[config.mk]
export PLATFORM = sky130hd
export DESIGN_NAME = mem_req_arbiter
export DESIGN_NICKNAME = d
export VERILOG_FILES = /design/src/rtl/mem_req_arbiter.sv
export SDC_FILE = /design/constraint.sdc
export NUM_CORES = 1
export LEC_CHECK = 0
export BUFFER_PORTS_ARGS = -buffer_cell sky130_fd_sc_hd__clkbuf_2
export CAP_MARGIN = 5
export CORE_AREA = 2 2 296 298
export CTS_CLUSTER_SIZE = 14
export DETAILED_ROUTE_END_ITERATION = 6
export DIE_AREA = 0 0 298 300
export HOLD_SLACK_MARGIN = 0.15
export PLACE_DENSITY_LB_ADDON = 0.15
export SLEW_MARGIN = 20
export SYNTH_ARGS = -nofsm -noshare
export SYNTH_HDL_FRONTEND = slang
export SYNTH_SLANG_ARGS = --single-unit
export TNS_END_PERCENT = 100
[constraint.sdc]
create_clock -name clock -period 9.2 [get_ports clock]
set_clock_uncertainty 0.1 [all_clocks]
set_input_delay 0.92 -clock clock [delete_from_list [all_inputs] [get_ports clock]]
set_output_delay 0.92 -clock clock [all_outputs]
set_load 0.05 [all_outputs]
[src/rtl/mem_req_arbiter.sv]
// Round-robin consumer for the I-cache and D-cache miss FIFOs: pops one request,
// drives it onto the main-memory port, waits (with timeout) and routes the response back.
module mem_req_arbiter #(
  parameter int unsigned ADDR_W  = 32,
  parameter int unsigned LINE_W  = 128,
  parameter int unsigned REQ_W   = 1 + ADDR_W + LINE_W,
  parameter int unsigned TIMEOUT = 64
) (
  input  logic              clock,
  input  logic              reset,
  input  logic              c0_not_empty,
  input  logic [REQ_W-1:0]  c0_rdata,
  output logic              c0_pop,
  input  logic              c1_not_empty,
  input  logic [REQ_W-1:0]  c1_rdata,
  output logic              c1_pop,
  output logic              mem_req_valid,
  input  logic              mem_req_ready,
  output logic              mem_req_write,
  output logic [ADDR_W-1:0] mem_req_addr,
  output logic [LINE_W-1:0] mem_req_wdata,
  input  logic              mem_rsp_valid,
  input  logic [LINE_W-1:0] mem_rsp_rdata,
  output logic              c0_rsp_valid,
  output logic              c1_rsp_valid,
  output logic [LINE_W-1:0] rsp_rdata,
  output logic              rsp_err,
  output logic              err_timeout
);

  localparam int unsigned CntW = (TIMEOUT > 1) ? $clog2(TIMEOUT) : 1;

  typedef enum logic [1:0] {StIdle, StReq, StWait, StRsp} state_e;

  state_e            state_q, state_d;
  logic              last_grant_q, last_grant_d;
  logic              cur_client_q, cur_client_d;
  logic [REQ_W-1:0]  req_q, req_d;
  logic [CntW-1:0]   cnt_q, cnt_d;
  logic [LINE_W-1:0] rdata_q, rdata_d;
  logic              err_q, err_d;
  logic              err_timeout_q, err_timeout_d;
  logic              grant;

  always_comb begin
    state_d       = state_q;
    last_grant_d  = last_grant_q;
    cur_client_d  = cur_client_q;
    req_d         = req_q;
    cnt_d         = cnt_q;
    rdata_d       = rdata_q;
    err_d         = err_q;
    err_timeout_d = err_timeout_q;
    c0_pop        = 1'b0;
    c1_pop        = 1'b0;
    mem_req_valid = 1'b0;
    c0_rsp_valid  = 1'b0;
    c1_rsp_valid  = 1'b0;
    // On a tie the client that did not win last time goes next.
    grant = (c0_not_empty && c1_not_empty) ? ~last_grant_q : c1_not_empty;

    unique case (state_q)
      StIdle: begin
        if (c0_not_empty || c1_not_empty) begin
          // Pops are combinational, so hold them off while reset is asserted.
          c0_pop       = ~grant & ~reset;
          c1_pop       = grant & ~reset;
          req_d        = grant ? c1_rdata : c0_rdata;
          last_grant_d = grant;
          cur_client_d = grant;
          state_d      = StReq;
        end
      end
      StReq: begin
        mem_req_valid = 1'b1;
        if (mem_req_ready) begin
          cnt_d   = '0;
          state_d = StWait;
        end
      end
      StWait: begin
        if (mem_rsp_valid) begin
          rdata_d = req_q[REQ_W-1] ? '0 : mem_rsp_rdata;
          err_d   = 1'b0;
          state_d = StRsp;
        end else if (cnt_q == CntW'(TIMEOUT - 1)) begin
          rdata_d       = '0;
          err_d         = 1'b1;
          err_timeout_d = 1'b1;
          state_d       = StRsp;
        end else begin
          cnt_d = cnt_q + CntW'(1);
        end
      end
      StRsp: begin
        c0_rsp_valid = ~cur_client_q;
        c1_rsp_valid = cur_client_q;
        state_d      = StIdle;
      end
      default: state_d = StIdle;
    endcase
  end

  always_comb begin
    mem_req_write = 1'b0;
    mem_req_addr  = '0;
    mem_req_wdata = '0;
    rsp_rdata     = '0;
    rsp_err       = 1'b0;
    if (state_q == StReq) begin
      mem_req_write = req_q[REQ_W-1];
      mem_req_addr  = req_q[REQ_W-2 -: ADDR_W];
      mem_req_wdata = req_q[LINE_W-1:0];
    end
    if (state_q == StRsp) begin
      rsp_rdata = rdata_q;
      rsp_err   = err_q;
    end
    err_timeout = err_timeout_q;
  end

  always_ff @(posedge clock or posedge reset) begin
    if (reset) begin
      state_q       <= StIdle;
      last_grant_q  <= 1'b1;
      cur_client_q  <= 1'b0;
      req_q         <= '0;
      cnt_q         <= '0;
      rdata_q       <= '0;
      err_q         <= 1'b0;
      err_timeout_q <= 1'b0;
    end else begin
      state_q       <= state_d;
      last_grant_q  <= last_grant_d;
      cur_client_q  <= cur_client_d;
      req_q         <= req_d;
      cnt_q         <= cnt_d;
      rdata_q       <= rdata_d;
      err_q         <= err_d;
      err_timeout_q <= err_timeout_d;
    end
  end

endmodule

# After elaboration in Yosys (flattened, before gate mapping)
# Cells that the tools add are included.
[word_totals] reg_bits=301 latchBits=0 mem_bits_rw=0 mem_bits_ro=0 input_bits=456 output_inout_bits=296 wordCells=63 memories=0
[op_classes] add_sub_neg=1 multipliers=0 div=0 order_cmp=0 eq_ne=9 shift=0 n_mux=28 bitwise=7 reduce_logical=10
[ops] cell="128-bit 2-to-1 mux" count=5
[ops] cell="161-bit 2-to-1 mux" count=1
[ops] cell="32-bit 2-to-1 mux" count=1
[ops] cell="6-bit 2-to-1 mux" count=3
[ops] cell="1-bit 2-to-1 mux" count=12
[ops] cell="6-bit one-hot mux with 2 select lines" count=1
[ops] cell="2-bit 2-to-1 mux" count=4
[ops] cell="2-bit inequality test (second input constant)" count=4
[ops] cell="2-bit one-hot mux with 4 select lines" count=1
[ops] cell="6-bit by 1-bit adder with 6-bit output (second input constant)" count=1
[ops] cell="6-bit equality test (second input constant)" count=1
[ops] cell="3-bit AND reduction" count=2
[ops] cell="1-bit NOT" count=5
[ops] cell="2-bit equality test (second input constant)" count=2
[ops] cell="2-bit AND reduction" count=2
[ops] cell="4-bit AND reduction" count=1
[ops] cell="2-bit nonzero test" count=2
[ops] cell="3-bit inequality test (second input constant)" count=1
[ops] cell="1-bit AND" count=2
[ops] cell="2-bit by 1-bit equality test with 1-bit output (second input constant)" count=1
[ops] cell="2-bit logical NOT" count=1
[ops] cell="1-bit logical AND" count=1
[ops] cell="1-bit logical OR" count=1

# Longest topological paths before layout
# Gate-level depths: netlist of run 1.
[logic_depth] ltp_word=6 depth_mapped=9 mapped_depth_nobuf=5

# Worst setup path before layout of run 1
# OpenSTA, ideal clock, no wires.
[synth_path] path_type="input to output" startpoint="input port c1_not_empty" endpoint="output port c0_pop" arrival_ns=2.587 required_time_ns=8.180 slack_ns=5.593 stages=5 cell_sequence="o21ai_1 buf_4 buf_6 clkbuf_1 nor3_1"
[synth_via] elab_chain_cells=6 word_cells_on_any_way=7
[synth_rtl] element="start, declared" line="14" rtl="input logic c1_not_empty,"
[synth_rtl] element="1-bit logical AND" line="60" rtl="grant = (c0_not_empty && c1_not_empty) ? ~last_grant_q : c1_not_empty;"
[synth_rtl] element="1-bit 2-to-1 mux" line="60"
[synth_rtl] element="1-bit NOT" line="66" rtl="c0_pop = ~grant & ~reset;"
[synth_rtl] element="1-bit AND" line="66"
[synth_rtl] element="1-bit 2-to-1 mux *" line="64" rtl="if (c0_not_empty || c1_not_empty) begin"
[synth_rtl] element="1-bit 2-to-1 mux *" line="62" rtl="unique case (state_q)"
[synth_rtl] element="end, declared" line="13" rtl="output logic c0_pop,"
# Every way passes the cells marked *; elsewhere a longest branch is shown, timed or not.

# Worst setup path after layout of run 1
[layout_path] startpoint="register state_q[1]" endpoint="output port mem_req_wdata[19]"
[layout_via] elab_chain_cells=2
[layout_rtl] element="start, declared" line="35" rtl="state_e state_q, state_d;"
[layout_rtl] element="start signal, assigned" line="124" rtl="state_q <= StIdle;"
[layout_rtl] element="start signal, assigned" line="133" rtl="state_q <= state_d;"
[layout_rtl] element="2-bit by 1-bit equality test with 1-bit output" line="110" rtl="if (state_q == StReq) begin"
[layout_rtl] element="128-bit 2-to-1 mux" line="110"
[layout_rtl] element="end, declared" line="21" rtl="output logic [LINE_W-1:0] mem_req_wdata,"
# No other way between the ends.

==> metrics.cfg, run 1 <==
[clock_tree]
cts_setup_buffers=0
clkLatencyLatePin_ps=550
cts_resized=0
h-tree-depth=2
cts.clk_slew.worst_paths_ps=50
cts-hold-fix-buffers=0
root_buffer=clkbuf_16
cts_tree=yes
clk_path_buf_depth=3
cts_sinks=301
numCtsBuffers=41

[worst_setup_path]
setup.worst_path.class=flip-flop to primary output
end_kind=primary output
rr_worst_depth=6
cp.required_ps=8180
critPathMaxFanout=85
crit_chain=inv_1 > ha_4 > buf_4 > and2_1 > clkbuf_2
cp-start-kind=flip-flop
crit_arrival_ps=3270
slowest_delay_ps=720
slowest_stage=buf_4

[finish]
multi_input_area_sq_um=7340
nFillCells=9520
area_delta_synth_final_pct=38.3
drive_gt1_share_pct=39.8
finalNetCount=2629
seqCellArea_sq_um=7540

[placed_design]
io_buffers=751
place.gp.congestion=0.825
dpl.hpwl_mm=44.4

[routing]
highest_layer=met5
wl_met1_mm=26.0
drtIter0Drc=592
ant_nets=0
dr_wl_met2_mm=30.6
wl_per_cell_microns=18.5
wl_mm=62.0
dr_wl_met3_mm=4.31
via_per_inst=4.14
first_pass_iters=5
num_vias=13900
drc_errors=0

[global_route]
antenna_found_initial=3
first_global_vias=14400
gr-total-overflow=0
grtUsageTotal_pct=13.3
grt_pass1_wl_mm=92.4
grt_start_max_net_pins=229

[sta]
rsz0062_at_grt=false
fin_crit_ps=4290
max_slew_margin_pct=17.3
setup-violations-final=0
final.setup.tns_ps=0
worst_slew_pin_slew_ps=1240
finalCritPeriodShare_pct=46.7
maxSlewViolCount=0
finalHoldViolations=0
fmax_ghz=0.233

[synth]
yosysSeqAreaShare_pct=48.3
ys.flop_type=dfrtp_1
syn_area_sq_um=15600
ys_ff_latch=301
synth_top_area_share_pct=48.1
synth_edf_count=0
synth.distinct_cells=48
yosysWarnings=0
syn_area_per_cell_sq_um=10.4
synth_area_leaders=dfrtp_1 48%, and2_1 12%, mux2i_1 7.6%
syn_inst=1505
yosysTopAreaCell=dfrtp_1
ys_async_sr_fraction_pct=100
syn_nets=1967

[status]
status=finished clean

[worst_hold_path]
hold_depth=2
hold_path_class=flip-flop to flip-flop

[pwr]
p_total_mw=7.35
peakVddDrop_uv=147
p_per_area_nw_per_um2=341
p_leak_nw=10.7

[floorplan]
coreArea_sq_um=86200
initial_core_util_pct=18.1
ios=752
die_area_sq_um=89400
rows=108
die_width_microns=298
dieHeight_microns=300

[run]
drv_cap=0

==> power breakdown <==
group,switching (mW),internal [mW],total (mW)
Clock,0.628,0.930,1.56
Combinational,2.49,1.04,3.53
Sequential,0.357,1.91,2.27
Total,3.47,3.88,7.35
==> worst paths after layout <==
kind                             from                 to  slack, ps
hold reg to reg             req_q[95]          req_q[95]        370
setup / recovery           state_q[1]  mem_req_wdata[19]       4910
setup reg to reg           state_q[0]        rdata_q[30]       5840
min in group asynchronous       reset         req_q[154]        580
hold / removal              req_q[95]          req_q[95]        370
max in group asynchronous       reset         req_q[117]       7040
==> sequential cells by signal, summed over array words and instances (netlist names) <==
| register | count |
|---|---|
| cur_client_q | 1 |
| err_q | 1 |
| state_q | 2 |
| last_grant_q | 1 |
| rdata_q | 128 |
| err_timeout | 1 |
| req_q | 161 |
| cnt_q | 6 |
==> through the flow <==
stage	instance area (sq um)	utilization, %	hold WS [ps]	std cells	setup WS (ps)
global route	21600	25.0	392	3354	4570
global placement	20300	23.5	353	3279	5360
finish	21600	25.0	368	3354	4910
detailed placement	20300	23.5	362	3279	5270
floorplan	15600	-	342	1505	4180
CTS	21600	25.0	375	3353	4750
==> Yosys cell counts (2+ instances only) <==
cell type    n
a21oi_1      4
a221o_1     43
a31o_1      98
a31o_2      31
a31oi_1      2
and2_1     291
and3_1      44
buf_1        2
buf_2       26
buf_4        8
buf_6       20
clkbuf_1    93
dfrtp_1    300
ha_1         6
inv_1        5
mux2i_1    119
nand2_1    126
nand2b_1     3
nand3_1      4
nor2_1       3
nor2b_1      3
nor3b_1    128
o211ai_1     3
o21ai_0     50
o21ai_1     69
o311ai_0     2
==> placed cells by master, fill, tap and decap left out, types with 2 or more instances in the layout <==
master / Yosys / final
o21ai_1: 69 / 68
clkbuf_1: 93 / 10
ha_4: 0 / 2
a21oi_1: 4 / 4
ha_1: 6 / 3
o211ai_1: 3 / 3
and3_1: 44 / 44
nand2b_1: 3 / 3
nor2_1: 3 / 3
inv_6: 0 / 2
inv_1: 5 / 4
mux2i_1: 119 / 119
a31o_2: 31 / 31
clkbuf_2: 0 / 751
and2_1: 291 / 291
o311ai_0: 2 / 2
o21ai_0: 50 / 50
nor3b_1: 128 / 128
clkinv_2: 0 / 8
clkbuf_8: 0 / 10
buf_12: 0 / 3
dfrtp_1: 300 / 299
nand2_1: 126 / 125
a221o_1: 43 / 43
buf_4: 8 / 13
clkinvlp_4: 0 / 2
nor2b_1: 3 / 3
a31oi_1: 2 / 2
nand3_1: 4 / 4
clkbuf_16: 0 / 41
a31o_1: 98 / 98
==> worst max-delay path, delay by kind of cell (launching register included) <==
kind	cells	cell delay, ps
adder cells (fa/ha/maj)	1	680
buffers and inverters	3	1200
flip-flops	1	430
AND/OR/NAND/NOR	1	260
==> layer usage <==
| metal | up-vias | GRT usage (%) |
|---|---|---|
| met5 | - | 0 |
| met4 | 2 | 2.96 |
| met3 | 61 | 3.63 |
| met2 | 492 | 23.0 |
| met1 | 6689 | 16.6 |
| li1 | 6625 | - |
==> area by class of cell <==
| class | instances | share of cell area, % |
|---|---|---|
| inverters | 5 | 0.104 |
| repair buffers | 768 | 18.2 |
| clock inverters | 13 | 0.481 |
| flip-flops and latches | 301 | 34.9 |
| well taps | 1155 | 6.70 |
| clock buffers | 61 | 5.57 |
| diodes | 1 | 0.0116 |
| multi-input cells | 1050 | 34.0 |
==> cells by family after synthesis <==
family	synth area share, %
multiplexers	7.71
flip-flops	48.3
adder cells (fa/ha/maj)	0.481
AO/OA/AOI/OAI	14.9
buffers and inverters	5.07
AND/OR/NAND/NOR	23.6
Note: power is estimated with default switching activity, not from simulation.
==> run 2: changes to the inputs <==
--- a/config.mk
+++ b/config.mk
@@ -5,12 +5,13 @@
 export SDC_FILE = /design/constraint.sdc
 export NUM_CORES = 1
 export LEC_CHECK = 0
+export ABC_AREA = 1
 export BUFFER_PORTS_ARGS = -buffer_cell sky130_fd_sc_hd__clkbuf_2
 export CAP_MARGIN = 5
-export CORE_AREA = 2 2 296 298
+export CORE_AREA = 2 2 291 293
 export CTS_CLUSTER_SIZE = 14
 export DETAILED_ROUTE_END_ITERATION = 6
-export DIE_AREA = 0 0 298 300
+export DIE_AREA = 0 0 293 295
 export HOLD_SLACK_MARGIN = 0.15
 export PLACE_DENSITY_LB_ADDON = 0.15
 export SLEW_MARGIN = 20
==> constraint.sdc (replaced) <==
create_clock -name clock -period 3.55 [get_ports clock]
set_clock_uncertainty 0.1 [all_clocks]
set_input_delay 0.355 -clock clock [delete_from_list [all_inputs] [get_ports clock]]
set_output_delay 0.355 -clock clock [all_outputs]
set_load 0.05 [all_outputs]
==> run 2 against run 1 <==
Synthesized area up 2.7%; sequential share of layout area down 6.7 points; critical path type unchanged; global-route usage up 2.6 points; highest routed layer unchanged; critical path depth increased by 1; worst setup slack worse by 4400 ps; wire length up 14%; cell count grew 31%.
==> metrics.cfg, run 2 <==
[status]
status=finished clean

[synth]
ys.flop_type=dfrtp_1
syn_area_per_cell_sq_um=7.48
synth.most_common_cell=nand2_1
syn_area_sq_um=16000
yosysWarnings=0
synth_top_area_share_pct=46.9
synth_edf_count=0
synth_area_leaders=dfrtp_1 47%, nand2_1 13%, inv_1 10%
syn_nets=2603
ys_async_sr_fraction_pct=100
syn_inst=2141
yosysTopAreaCell=dfrtp_1
synth_common_cells=571 x nand2_1, 431 x inv_1, 300 x dfrtp_1
ys_ff_latch=301
yosysSeqAreaShare_pct=47.1
synth.distinct_cells=29

[pwr]
p_clk_share_pct=19.0
pwr-share-comb_pct=53.7
p_int_mw=12.1
p_leak_nw=15.6
p_per_area_nw_per_um2=840
p_total_mw=22.4
switching_share_pct=46.0
peakVddDrop_uv=540
power_frac_seq_pct=27.3
power_switching_mw=10.3

[clock_tree]
clkLatencyLatePin_ps=550
cts_sinks=301
numCtsBuffers=41
root_buffer=clkbuf_16
h-tree-depth=2
clk_path_buf_depth=3
cts.clk_slew.worst_paths_ps=60
cts_tree=yes

[global_route]
grtUsageTotal_pct=15.9
first_global_vias=18400
grt_pass1_wl_mm=108
antenna_found_initial=12
grt_start_max_net_pins=131
gr-total-overflow=0

[finish]
layout_common_cells=751 x clkbuf_2, 571 x nand2_1, 452 x dlygate4sd3_1
final_util_pct=32.1
drive_gt1_share_pct=29.2
final_area_sq_um=26700
nFillCells=9231
reg.largest.list=req_q x161, rdata_q x128, cnt_q x6
final_common_cell=clkbuf_2
finalNetCount=3745
area_delta_synth_final_pct=66.5
max_flop_register=req_q
multi_input_area_sq_um=5980
largest_register_ffs=161
seqCellArea_sq_um=7530

[routing]
via_per_inst=4.01
ant_nets=0
num_vias=17700
wl_mm=70.8
drc_errors=0
drtIter0Drc=622
wl_per_cell_microns=16.1
first_pass_iters=5

[floorplan]
die_width_microns=293
die_area_sq_um=86400
rows=106
ios=752
initial_core_util_pct=19.3
coreArea_sq_um=83200
dieHeight_microns=295

[sta]
finalCritPeriodShare_pct=84.8
fmax_ghz=0.332
setup-violations-final=0
finalHoldViolations=0
maxSlewViolCount=0
fin_crit_ps=3010
max_slew_margin_pct=47.5
rsz0062_at_grt=false
worst_slew_pin_slew_ps=787

[run]
drv_cap=0

[worst_setup_path]
crit_arrival_ps=2550
cp.required_ps=3090
cp-start-kind=flip-flop
end_kind=primary output
critPathMaxFanout=35
setup.worst_path.class=flip-flop to primary output

[placed_design]
place.gp.congestion=0.818
placed_cell_area_sq_um=20800
dpl.hpwl_mm=49.2
io_buffers=751

[worst_hold_path]
hold_path_class=input port to asynchronous set/reset pin

==> run 2: cell count changes after synthesis, moves of 43 or more <==
| cell | previous run | this run |
|---|---|---|
| a31o_1 | 98 | 0 |
| clkbuf_1 | 93 | 33 |
| inv_1 | 5 | 431 |
| nand2_1 | 126 | 571 |
| o21ai_2 | 0 | 100 |
| o21ai_1 | 69 | 127 |
| nor3b_1 | 128 | 0 |
| and2_1 | 291 | 0 |
| o21ai_0 | 50 | 142 |
| mux2i_1 | 119 | 0 |
| and3_1 | 44 | 0 |
| nand3_1 | 4 | 179 |
| nor2_1 | 3 | 124 |
| a221o_1 | 43 | 0 |
==> run 2: final cells by class <==
type                    count  share of cell area [%]
well taps                1080                    5.07
multi-input cells        1265                    22.4
clock inverters            17                   0.849
repair buffers           1240                    33.0
clock buffers              56                    4.21
inverters                 434                    6.15
flip-flops and latches    301                    28.3
diodes                     10                  0.0939
==> run 2: kinds of logic (layout without fill, tap and decap cells) <==
kind of cell    Yosys count  in the layout  share of synthesized area (%)
fa+ha+maj                 6              6                          0.469
other cells               0             10                              0
simple gates            887            887                           22.5
xor+xnor                  1              1                         0.0547
compound gates          371            371                           14.0
flops                   301            301                           47.1
buf+inv                 575           1747                           15.9
==> run 2: final timing paths <==
kind / start / end / slack, ps / cells past startpoint
min in group clock: c1_not_empty / cur_client_q / 320 / 5
setup / recovery: state_q[1] / mem_req_wdata[15] / 540 / 6
hold / removal: reset / req_q[157] / 280 / 3
max in group asynchronous: reset / rdata_q[34] / 2190 / 5
setup reg to reg: state_q[0] / req_q[127] / 610 / 10
hold reg to reg: last_grant_q / last_grant_q / 370 / 2
==> run 2: timing repair <==
| action | CTS | global route |
|---|---|---|
| setup buffers | 0 | 0 |
| hold buffers | 452 | 0 |
| gates resized for setup | 0 | 0 |
| endpoints found under the hold margin | 421 | 0 |
==> run 2: layer usage <==
layer	vias to the layer above	track usage [%]	routed length, microns
li1	8770	-	-
met1	8236	19.0	29000
met2	547	27.6	35000
met3	116	4.23	4660
met4	6	5.58	2100
met5	-	0	41
==> run 2: through the flow <==
| step | setup slack [ps] | hold WS, ps | cells | TNS, ps |
|---|---|---|---|---|
| after floorplan | -905 | 342 | 2141 | -271570 |
| after global placement | 1090 | 302 | 3868 | 0 |
| after detailed placement | 1010 | 293 | 3868 | 0 |
| after CTS | 446 | 235 | 4393 | 0 |
| after global routing | 327 | 267 | 4401 | 0 |
| final | 541 | 276 | 4403 | 0 |
==> run 2: power by group through the flow <==
stage / clock (mW) / combinational, mW / sequential (mW)
after floorplan: 0 / 7.63 / 5.79
after global placement: 0 / 10.2 / 6.18
after detailed placement: 0 / 10.1 / 6.13
after CTS: 4.43 / 12.1 / 6.11
after global routing: 4.56 / 13.2 / 6.32
final: 4.25 / 12.0 / 6.11
==> run 2: worst max-delay path, stage by stage (launching register included) <==
cell      delay [ps]
dfrtp_1          430
inv_1            150
ha_4             580
buf_4            370
nand2_1           90
inv_1             60
clkbuf_2         270
==> run 3: changes to the inputs <==
==> constraint.sdc (replaced) <==
create_clock -name clock -period 2.4 [get_ports clock]
set_clock_uncertainty 0.1 [all_clocks]
set_input_delay 0.24 -clock clock [delete_from_list [all_inputs] [get_ports clock]]
set_output_delay 0.24 -clock clock [all_outputs]
set_load 0.05 [all_outputs]
==> run 3 against run 2 <==
Non-clock buffer count is 69 higher; first-iteration DRC count rose by 11%; worst setup slack worse by 470 ps; utilization grew 3.3 points; critical path depth is 1 higher; cell count grew 1.3%; critical path type unchanged; critical endpoint is now mem_req_wdata[104]; largest cell class unchanged; highest routed layer is now met4.
==> metrics.cfg, run 3 (synthesized netlist as in run 2, its figures left out) <==
[sta]
setup-violations-final=0
fmax_ghz=0.429
worst_hold_slack_ps=184
fin_crit_ps=2330
finalHoldViolations=0
finalWorstSetupSlack_ps=67.9
rsz0062_at_grt=true
finalCritPeriodShare_pct=97.2
max_slew_margin_pct=60.5
final.setup.tns_ps=0
worst_slew_pin_slew_ps=592
maxSlewViolCount=0

[placed_design]
dp_slack_ps=366
placedCellCount=3881
place.gp.congestion=0.815
dpl.hpwl_mm=50.4
io_buffers=751

[worst_setup_path]
end_kind=primary output
crit_arrival_ps=1990
cp-start-kind=flip-flop
cp.required_ps=2060
setup.worst_path.class=flip-flop to primary output
cp-startpoint=state_q[1]
regToRegSetupSlack_ps=110
worstReg2RegStart=last_grant_q
critPathMaxFanout=16
rr_endpoint=req_q[100]
timing.critical_path.to=mem_req_wdata[104]
rr_worst_depth=7

[finish]
layout_common_cells=569 x nand2_1, 483 x dlygate4sd3_1, 467 x clkbuf_2
area_delta_synth_final_pct=83.9
reg.largest.list=req_q x161, rdata_q x128, cnt_q x6
final_util_pct=35.4
max_flop_register=req_q
final_common_cell=nand2_1
finalNetCount=3814
drive_gt1_share_pct=31.6
layoutNonFillerInstCount=4461
largest_register_ffs=161

[routing]
ant_nets=0
drtIter0Drc=690
wl_mm=74.7
num_vias=18200
drc_errors=0
first_pass_iters=5
via_per_inst=4.07
wl_per_cell_microns=16.7

[global_route]
first_global_vias=19200
grt_pass1_wl_mm=111
antenna_found_initial=2
grtUsageTotal_pct=16.4
gr-total-overflow=0
grt_start_max_net_pins=119

[floorplan]
die_width_microns=293
rows=106
ios=752
initial_core_util_pct=19.3
die_area_sq_um=86400
dieHeight_microns=295
coreArea_sq_um=83200

[run]
drv_cap=0

[clock_tree]
clkLatencyLatePin_ps=560
cts_sinks=301
cts.clk_slew.worst_paths_ps=60
numCtsBuffers=41
clk_path_buf_depth=3
h-tree-depth=2
root_buffer=clkbuf_16
cts_tree=yes

[pwr]
peakVddDrop_uv=613
p_leak_nw=16.4
p_per_area_nw_per_um2=1160

[worst_hold_path]
hold_path_class=input port to flip-flop

[status]
status=finished clean

[run 3: changes by cell type in the layout (fill, tap and decap cells not counted), sizes merged]
cell         delta
inv             -1
bufbuf          +1
diode           -7
dlygate4sd3    +31
clkinv          -2
clkbuf        -144
clkinvlp        -1
buf           +183
bufinv          -2
[run 3: what timing repair did]
| item | 4_1_cts | 5_1_grt |
|---|---|---|
| buffers inserted | 7 | 7 |
| hold endpoints to repair | 457 | 0 |
| gates resized for setup | 358 | 240 |
| pin swaps | 2 | 2 |
| hold buffers | 483 | 0 |
| setup endpoints to repair | 247 | 275 |
| cloned | 5 | 7 |
[run 3: critical path, cell delays in order, from the launching register on]
cell and delay (ps):
dfrtp_2 440, inv_2 100, ha_4 230, buf_12 180
clkbuf_16 190, nand2_1 80, inv_2 80, buf_12 140
[run 3: worst min-delay path by stage]
stage                             start     endpoint  slack [ps]  cells past startpoint
after global routing       c1_not_empty   req_q[156]         200                      5
after CTS                  c1_not_empty   req_q[156]         150                      5
after detailed placement          reset  rdata_q[70]         240                      2
after global placement            reset  rdata_q[70]         230                      2
final                     mem_req_ready   state_q[0]         180                      6
after floorplan           c0_rdata[104]   req_q[104]         260                      2
[run 3: cell type report]
cell class	count	area [sq um]
Clock inverter	11	140
Inverter	434	1640
Fill cell	8810	53700
Multi-Input combinational cell	1265	5990
Antenna cell	3	7.51
Timing Repair Buffer	1309	11600
Tap cell	1080	1350
Sequential cell	301	7530
Clock buffer	58	1170
[run 3: metal layers]
layer | share of wire [%] | wire (microns) | track usage [%]
met1 | 42 | 31000 | 19.8
met3 | 5.7 | 4290 | 3.56
met5 | 0 | 0 | 0
met2 | 50 | 37200 | 29.0
met4 | 2.9 | 2160 | 5.34
[run 3: per-stage QoR]
step	total power, mW	instance area, sq um
floorplan	19.9	16000
global placement	24.6	21300
detailed placement	24.6	21300
CTS	33.6	29000
global route	36.3	29400
finish	34.0	29400
[run 3: power by group]
| group | internal, mW | leakage, nW | total (mW) | switching (mW) |
|---|---|---|---|---|
| clock network | 3.70 | 0.645 | 6.21 | 2.52 |
| logic | 7.11 | 12.0 | 18.9 | 11.8 |
| registers | 7.55 | 3.77 | 8.94 | 1.39 |
| total | 18.4 | 16.4 | 34.0 | 15.7 |
